### src/rtl/sync_fifo.sv
// sync_fifo: single-clock FIFO with registered (synchronous) read data.
// Stores up to DEPTH words of DATA_WIDTH bits and reports full/empty status.
// Optional feature macro: SYNC_FIFO_ERR_FLAGS_EN. When it is defined, the
// block adds registered one-cycle overflow/underflow pulses for requests
// that arrive while the FIFO is full or empty.
//
// Handshake: write_en is the producer's valid and !fifo_full its ready; a
// word transfers on a rising edge where both are high. read_en is the
// consumer's request and !fifo_empty its ready; a read transfers on a rising
// edge where both are high, and the word appears on data_out after that edge.
// Requests made without ready are dropped, with no side effects.
module sync_fifo #(
    parameter int DATA_WIDTH = 8,
    parameter int DEPTH      = 16
) (
    input  logic                  clock,
    input  logic                  reset,
    input  logic                  read_en,
    input  logic                  write_en,
    input  logic [DATA_WIDTH-1:0] data_in,
    output logic [DATA_WIDTH-1:0] data_out,
    output logic                  fifo_full,
    output logic                  fifo_empty
`ifdef SYNC_FIFO_ERR_FLAGS_EN
    ,
    output logic                  overflow,
    output logic                  underflow
`endif
);

    localparam int AW = $clog2(DEPTH);
    localparam logic [AW:0] DEPTH_CNT = DEPTH[AW:0];

    logic [DATA_WIDTH-1:0] mem [DEPTH];
    logic [AW-1:0]         wr_ptr;
    logic [AW-1:0]         rd_ptr;
    logic [AW:0]           count;
    logic                  wr_accept;
    logic                  rd_accept;

    // Accept decisions: status comes from the count register, so a write is
    // refused when full and a read when empty, regardless of the other port.
    always_comb begin
        wr_accept  = write_en && !fifo_full;
        rd_accept  = read_en && !fifo_empty;
    end

    // Status flags decoded directly from the occupancy count.
    always_comb begin
        fifo_full  = (count == DEPTH_CNT);
        fifo_empty = (count == '0);
    end

    // Storage array; not reset, since contents are only visible after a write.
    always_ff @(posedge clock) begin
        if (wr_accept) begin
            mem[wr_ptr] <= data_in;
        end
    end

    // Pointers wrap naturally at DEPTH because DEPTH is a power of two.
    always_ff @(posedge clock or posedge reset) begin
        if (reset) begin
            wr_ptr <= '0;
            rd_ptr <= '0;
        end else begin
            if (wr_accept) begin
                wr_ptr <= wr_ptr + 1'b1;
            end
            if (rd_accept) begin
                rd_ptr <= rd_ptr + 1'b1;
            end
        end
    end

    // Occupancy count: simultaneous accepted read and write cancel out.
    always_ff @(posedge clock or posedge reset) begin
        if (reset) begin
            count <= '0;
        end else if (wr_accept && !rd_accept) begin
            count <= count + 1'b1;
        end else if (rd_accept && !wr_accept) begin
            count <= count - 1'b1;
        end
    end

    // Registered read data; holds its value when no read is accepted.
    always_ff @(posedge clock or posedge reset) begin
        if (reset) begin
            data_out <= '0;
        end else if (rd_accept) begin
            data_out <= mem[rd_ptr];
        end
    end

`ifdef SYNC_FIFO_ERR_FLAGS_EN
    // One-cycle error pulses for requests that hit a full or empty FIFO.
    always_ff @(posedge clock or posedge reset) begin
        if (reset) begin
            overflow  <= 1'b0;
            underflow <= 1'b0;
        end else begin
            overflow  <= write_en && fifo_full;
            underflow <= read_en && fifo_empty;
        end
    end
`endif

endmodule

### config.mk
export PLATFORM = sky130hd
export DESIGN_NAME = sync_fifo
export DESIGN_NICKNAME = d
export VERILOG_FILES = /design/src/rtl/sync_fifo.sv
export SDC_FILE = /design/constraint.sdc
export NUM_CORES = 1
export LEC_CHECK = 0
export CORE_MARGIN = 1.5
export CORE_UTILIZATION = 60
export DETAILED_ROUTE_END_ITERATION = 8
export GPL_ROUTABILITY_DRIVEN = 0
export PLACE_DENSITY = 0.79
export SETUP_SLACK_MARGIN = 0.4
export SLEW_MARGIN = 10
export SYNTH_ARGS = -nofsm -noshare
export SYNTH_HDL_FRONTEND = slang
export SYNTH_SLANG_ARGS = --single-unit
### constraint.sdc
create_clock -name clock -period 3.55 [get_ports clock]
set_clock_uncertainty 0.1 [all_clocks]
set_input_delay 0.355 -clock clock [delete_from_list [all_inputs] [get_ports clock]]
set_output_delay 0.355 -clock clock [all_outputs]
set_load 0.05 [all_outputs]
# [Word-level counts from Yosys, hierarchy flattened]
# Memories as Yosys holds them, arrays and structs flattened. A register that Yosys moved wholly into a read port is not among the register bits.
# Cells that the tools add are included.
[totals] mem_bits_rw=128 mem_count=1 wordCells=23 in_bits=12 output_inout_bits=10 register_bits=13
[op_classes] n_eq_ne=1 reduce_logical=10 n_addsub=4 n_mux=4
[memory_table] memory="mem" words=16 width=8 read_ports=1 rd_clocked_by_memory_dff=1 wr=1 line="34" text="logic [DATA_WIDTH-1:0] mem [DEPTH];"
[op_table] operator="5-bit two-way mux" count=2
[op_table] operator="4-bit by 1-bit adder with 4-bit output (second input constant)" count=2
[op_table] operator="5-bit by 1-bit adder with 5-bit output (second input constant)" count=1
[op_table] operator="5-bit == test (second input constant)" count=1
[op_table] operator="5-bit zero test" count=1
[op_table] operator="5-bit by 1-bit subtractor with 5-bit output (second input constant)" count=1
[op_table] operator="1-bit logical AND" count=4
[op_table] operator="1-bit zero test" count=4
[op_table] operator="1-bit two-way mux" count=2
[op_table] operator="2-bit nonzero test" count=1

# [Depth between registers and ports, before layout]
# Gate-level depths: netlist of the first run.
[depth] depth_word=7 depth_mapped=11 ltp_nobuf=10

# [Least setup slack after synthesis of the first run]
# Ideal clock, no wire load.
[synth_timing] path_type="register to register" from="register count[0]" to="register count[4]" n_path_buf=1 setup_ns=0.080 period_less_slack_ns=2.956 arrival_time_ns=2.776 path_stages_with_launch=12 setup_slack_ns=0.594 t_required_ns=3.370 cell_sequence="dfrtp_1 -> or4_1 -> o21a_1 -> inv_2 -> buf_6 -> ha_1 -> inv_1 -> fa_1 -> a21o_1 -> a21oi_1 -> mux2i_1 -> xnor2_1"
[synth_via] elab_chain_cells=6 elab_cells_between_ends=15 classes_between="add/sub: 2; eq/ne: 1; mux: 2; reduce/logical: 10"
[synth_rtl] element="from (decl)" line="37" text="logic [AW:0] count;"
[synth_rtl] element="from (signal assigned)" line="81" text="count <= count + 1'b1;"
[synth_rtl] element="from (signal assigned)" line="83" text="count <= count - 1'b1;"
[synth_rtl] element="parallel branches: the longest is 6 deep, another holds 5-bit by 1-bit subtractor with 5-bit output"
# Several ways; the timed one is not identified. The select of a mux whose other input is x is not followed.
# A chain may end at the register's enable or synchronous reset.

# [Final worst setup path of the first run]
# Ends and elaborated chain as after synthesis.

==> flow_summary.yaml, run 1 <==
cts:
  cts_buffers: 17
  cts_root_buffer: "clkbuf_8"
  clkLatencyLatePin_ns: 0.53
  htree_levels: 4
  cts_resized: 0
  clkTransAtPathRegs_ns: 0.07
  post_cts_buffers: 0
  clkSinkCount: 149
  cts_tree: "yes"
  clockBufferDepth: 2
  hold_buffers: 0
global_route:
  grt_overflow: 0
  antenna_found_initial: 0
  grtUsageTotal_pct: 22.3
  grt_max_degree: 22
  grt_first_pass_wirelength_um: 16100
  grt_pass1_vias: 2873
die:
  initial_utilization_pct: 61.2
  ios: 22
  die_area_um2: 10500
  num_rows: 36
  coreArea_um2: 9680
  die_height_um: 102
  die_w_um: 102
routing:
  ant_nets: 0
  vias: 2810
  vias_per_cell: 5.77
  firstDrtPassIters: 4
  wirelength_um: 10400
  drc: 0
  post_drt_wl_per_cell_um: 21.3
  drt_iter0_markers: 156
synth:
  synth_mux_area_share_pct: 14.1
  synthCells: 304
  synth_compound_area_share_pct: 3.51
  yosysSeqAreaShare_pct: 73.8
  synth_xor_area_share_pct: 1.48
  postSynth.asyncResetShare_pct: 14.1
  synth_top_family_by_area: "multiplexers"
  synthSimpleGateAreaFrac_pct: 3.21
  synth.largest_area_cell: "edfxtp_1"
  ys_ff_latch: 149
  yosys_warnings: 0
  postSynthAreaPerCell_um2: 19.5
  synth.top_cell.area_share_pct: 64.9
  synth_common_cells: "128 x edfxtp_1, 33 x mux4_2, 21 x dfrtp_1"
  yosys.cell_count.top_type: "edfxtp_1"
  ys_types: 32
  synth_edf_count: 128
  syn_nets: 326
  synthAdderAreaFrac_pct: 2.24
  syn_area_um2: 5920
  ys.flop_type: "edfxtp_1"
  ys_top_cells_by_area: "edfxtp_1 65%, mux4_2 13%, dfrtp_1 8.9%"
sta:
  setup-tns-final_ns: 0
  holdWs_ns: 0.179
  final-max-slew-violation-count: 0
  rsz0062_at_grt: "no"
  period_needed_ns: 2.90
  min_period_over_period_pct: 81.8
  tightest_slew_ns: 1.01
  finalSetupViolCount: 0
  finalHoldViolCount: 0
  slew_headroom_pct: 32.7
  fmax_ghz: 0.344
finish:
  synthToLayoutAreaGrowth_pct: 16.1
  n_antenna_cell: 0
  drive_gt1_share_pct: 22.9
  fin_nets: 363
  n_fill_cell: 595
worst_setup_path:
  crit_chain: "or4_1 -> o21a_1 -> inv_2 -> ha_1 -> inv_1 -> fa_1 -> a21o_1 -> a21oi_1 -> mux2i_1 -> xnor2_1"
  worstSetupPathDepth: 10
  arrival_ns: 3.26
  cp_num_buf_inv: 2
  end_kind: "register"
  regToRegEndpoint: "count[4]"
  max_stage_delay_ns: 0.56
  cp_max_fo: 5
  worstRegToRegCells: 10
  crit_slowest_cell: "or4_1"
  worstSetupPathType: "register to register"
  reg2reg_from: "count[0]"
  crit_required_ns: 3.90
  reg2reg_slack_ns: 0.65
  critPathTopFamily: "compound AO/OA/AOI/OAI gates"
  startpoint_type: "register"
power:
  ir_drop_uv: 474
  total_power_mw: 5.78
  leakagePower_nw: 2.37
  powerDensity_nw_per_um2: 841
place:
  portBuffers: 21
  hpwl_um: 6590
worst_hold_path:
  min_path_type: "input port to asynchronous set/reset pin"
flow_run:
  max-cap-violations: 0
run_status:
  status: "finished clean"
==> layout by cell type (no fill, tap or decap), types with 2 or more instances in the layout <==
| cell | count |
|---|---|
| edfxtp_1 | 128 |
| mux4_2 | 33 |
| clkdlybuf4s50_1 | 21 |
| dfrtp_1 | 20 |
| clkbuf_16 | 16 |
| nand2_1 | 15 |
| nor2_1 | 15 |
| buf_4 | 12 |
| xnor2_1 | 9 |
| a21o_1 | 9 |
| ha_1 | 9 |
| mux2i_1 | 8 |
| o22ai_1 | 7 |
| a211oi_1 | 7 |
| inv_1 | 4 |
| nor3_1 | 4 |
| clkinvlp_4 | 4 |
| inv_6 | 4 |
| o21ai_0 | 3 |
| nand2b_1 | 3 |
| clkinv_2 | 3 |
| a21oi_1 | 2 |
| nand4_1 | 2 |
| bufinv_16 | 2 |
==> layout make-up <==
class	instances	area [um2]	share of cell area (%)
Tap cell	133	166	2.42
Clock buffer	17	414	6.02
Inverter	5	18.8	0.273
Sequential cell	149	4370	63.6
Multi-Input combinational cell	135	1450	21.1
Timing Repair Buffer	33	300	4.37
Clock inverter	15	153	2.22
==> stage by stage <==
step                std cells  instance area (um2)  setup slack (ns)  util [%]
floorplan                 304                 5920             0.594         -
global placement          455                 6310             0.702      65.1
detailed placement        455                 6310             0.663      65.1
CTS                       487                 6880             0.632      71.0
global route              487                 6880             0.450      71.0
finish                    487                 6880             0.646      71.0
==> kinds of logic after synthesis <==
group	Yosys count
flip-flops	149
AND/OR/NAND/NOR	43
multiplexers	42
AO/OA/AOI/OAI	30
buffers and inverters	20
XOR/XNOR	10
adder cells (fa/ha/maj)	10
==> routing by layer <==
| metal | wire, um | vias up | global-route usage [%] |
|---|---|---|---|
| li1 | - | 1285 | - |
| met1 | 4440 | 1418 | 29.8 |
| met2 | 5100 | 92 | 34.2 |
| met3 | 609 | 15 | 6.91 |
| met4 | 213 | 0 | 10.3 |
| met5 | 0 | - | 0 |
==> worst reg2reg max path, delay by kind of cell, from the launching register on <==
kind / cells / cell delay (ns)
compound gates: 3 / 0.62
fa+ha+maj: 2 / 0.57
simple gates: 1 / 0.56
flops: 1 / 0.44
mux: 1 / 0.23
buf+inv: 2 / 0.17
xor+xnor: 1 / 0.13
==> registers in the layout (all words and copies together), names as in the netlist <==
register and flops:
wr_ptr 4, mem 128, rd_ptr 4, data_out 8, count 5
==> power by group <==
group	leakage, nW	internal, mW	switching, mW
logic	0.692	0.789	0.824
clock network	0.269	1.00	0.697
registers	1.41	2.18	0.292
total	2.37	3.97	1.81
==> worst max-delay path by stage <==
stage	start	endpoint
2_1_floorplan	count[0]	count[4]
3_3_place_gp	count[0]	count[4]
3_5_place_dp	count[0]	count[4]
4_1_cts	count[0]	fifo_empty
5_1_grt	count[0]	count[4]
6_report	count[0]	count[4]
Power figures use the tool's default switching activity.
==> run 2: changes to the inputs <==
CORE_UTILIZATION = 54   (was 60)
PLACE_DENSITY = 0.75   (was 0.79)
clock period = 2.45 ns   (was 3.55 ns; I/O delays follow)
==> flow_summary.yaml, run 2 (synthesized netlist as in run 1, its figures left out) <==
run_status:
  status: "complete, but fails checks"
  violations: "negative setup slack"
sta:
  fmax_ghz: 0.374
  final-max-slew-violation-count: 0
  rsz0062_at_grt: "yes"
  period_needed_ns: 2.68
  tightest_slew_ns: 0.581
  holdWs_ns: 0.375
  finalSetupViolCount: 3
  finalHoldViolCount: 0
  slew_headroom_pct: 61.2
  min_period_over_period_pct: 109
  worst_slack_ns: -0.227
die:
  initial_utilization_pct: 55.1
  coreArea_um2: 10700
  ios: 22
  die_area_um2: 11600
  die_w_um: 108
  num_rows: 38
  die_height_um: 108
global_route:
  antenna_found_initial: 0
  grtUsageTotal_pct: 21.6
  grt_max_degree: 25
  grt_pass1_vias: 3089
  grt_first_pass_wirelength_um: 17400
  grt_overflow: 0
power:
  switching_power_mw: 2.84
  combPwrFrac_pct: 35.0
  swShare_pct: 31.3
  leakagePower_nw: 2.65
  ir_drop_uv: 695
  seq_power_share_pct: 37.4
  p_int_mw: 6.23
  clkPwrFrac_pct: 27.6
  total_power_mw: 9.07
  powerDensity_nw_per_um2: 1230
cts:
  clkTransAtPathRegs_ns: 0.06
  clockBufferDepth: 2
  cts_root_buffer: "clkbuf_8"
  cts_buffers: 17
  clkLatencyLatePin_ns: 0.51
  cts_tree: "yes"
  htree_levels: 4
  clkSinkCount: 149
routing:
  vias_per_cell: 5.84
  firstDrtPassIters: 4
  drt_iter0_markers: 189
  post_drt_wl_per_cell_um: 22.3
  vias: 3067
  ant_nets: 0
  drc: 0
  wirelength_um: 11700
worst_setup_path:
  crit_required_ns: 2.74
  max_stage_delay_ns: 0.54
  cp_max_fo: 3
  startpoint_type: "register"
  crit_slowest_cell: "or4_4"
  crit_chain: "or4_4 -> o21a_1 -> inv_2 -> ha_4 -> inv_4 -> fa_2 -> a21o_1 -> a21oi_2 -> mux2i_1 -> xnor2_1"
  arrival_ns: 2.97
  end_kind: "register"
  worstSetupPathType: "register to register"
finish:
  mostFrequentLayoutCells: "128 x edfxtp_1, 33 x mux4_2, 31 x buf_4"
  largest_register_ffs: 128
  synthToLayoutAreaGrowth_pct: 24.8
  fin_nets: 394
  layout_commonest_cell: "edfxtp_1"
  top_regs: "mem: 128 flops, data_out: 8 flops, count: 5 flops"
  largest-register: "mem"
  drive_gt1_share_pct: 34.3
  instances_no_fill: 525
  n_antenna_cell: 0
place:
  hpwl_um: 7040
  portBuffers: 21
  place_inst: 478
flow_run:
  max-cap-violations: 0
worst_hold_path:
  min_path_type: "register to register"
## run 2: power groups by stage
stage	Sequential [mW]	Combinational (mW)	Clock, mW
after global routing	3.43	3.40	2.66
after global placement	3.41	2.76	0
after CTS	3.38	3.00	2.54
after floorplan	3.58	1.80	0
final	3.39	3.17	2.51
after detailed placement	3.43	2.82	0
## run 2: area by class of cell
cell class | instances | area [um2]
sequential | 149 | 4370
fill | 685 | 3350
clock inverter | 9 | 129
clock buffer | 23 | 447
multi-input combinational | 135 | 1620
tap | 140 | 175
timing repair buffer | 64 | 633
inverter | 5 | 21.3
## run 2: worst paths after layout
| path | start | endpoint | slack (ns) | cells past startpoint |
|---|---|---|---|---|
| setup / recovery | count[2] | count[4] | -0.23 | 10 |
| hold / removal | data_out[4] | data_out[4] | 0.38 | 1 |
| setup reg to reg | count[2] | count[4] | -0.23 | 10 |
| hold reg to reg | data_out[4] | data_out[4] | 0.38 | 1 |
| max in group asynchronous | reset | rd_ptr[0] | 1.21 | 4 |
| min in group asynchronous | reset | data_out[1] | 0.49 | 3 |
## run 2: per-stage QoR
step | setup slack [ns] | TNS [ns] | cell area (um2) | util (%)
CTS | -0.122 | -0.158 | 7190 | 66.9
detailed placement | -0.128 | -0.640 | 6490 | 60.4
floorplan | -0.334 | -0.522 | 5960 | -
global placement | -0.0840 | -0.103 | 6490 | 60.4
finish | -0.227 | -0.427 | 7390 | 68.8
global route | -0.346 | -0.719 | 7390 | 68.8
## run 2: timing repair
action                                 CTS  global route
gates resized for setup                 21            29
setup endpoints to repair               73            96
buffers inserted                         4             9
endpoints found under the hold margin   10             0
hold buffers                             1             0
pin swaps                                6             5
gates cloned                             0             1
## run 2: critical path: cells and delay by family (launching register included)
family,cells,cell delay (ns)
and+or+nand+nor,1,0.54
xor gates and xnor gates,1,0.10
DFF,1,0.38
buffers and inverters,2,0.13
AOI/OAI and AO/OA,3,0.55
adders and majority gates,2,0.51
muxes,1,0.25
## run 2: routing by layer
metal  routed length [um]  global-route usage [%]  vias up  part of all wire (%)
met2                 5940                    34.8      101                    51
met5                    0                       0        -                     0
met4                  330                    10.4        0                   2.8
met1                 4780                    28.1     1593                    41
met3                  637                    4.84       22                   5.5
li1                     -                       -     1351                     -
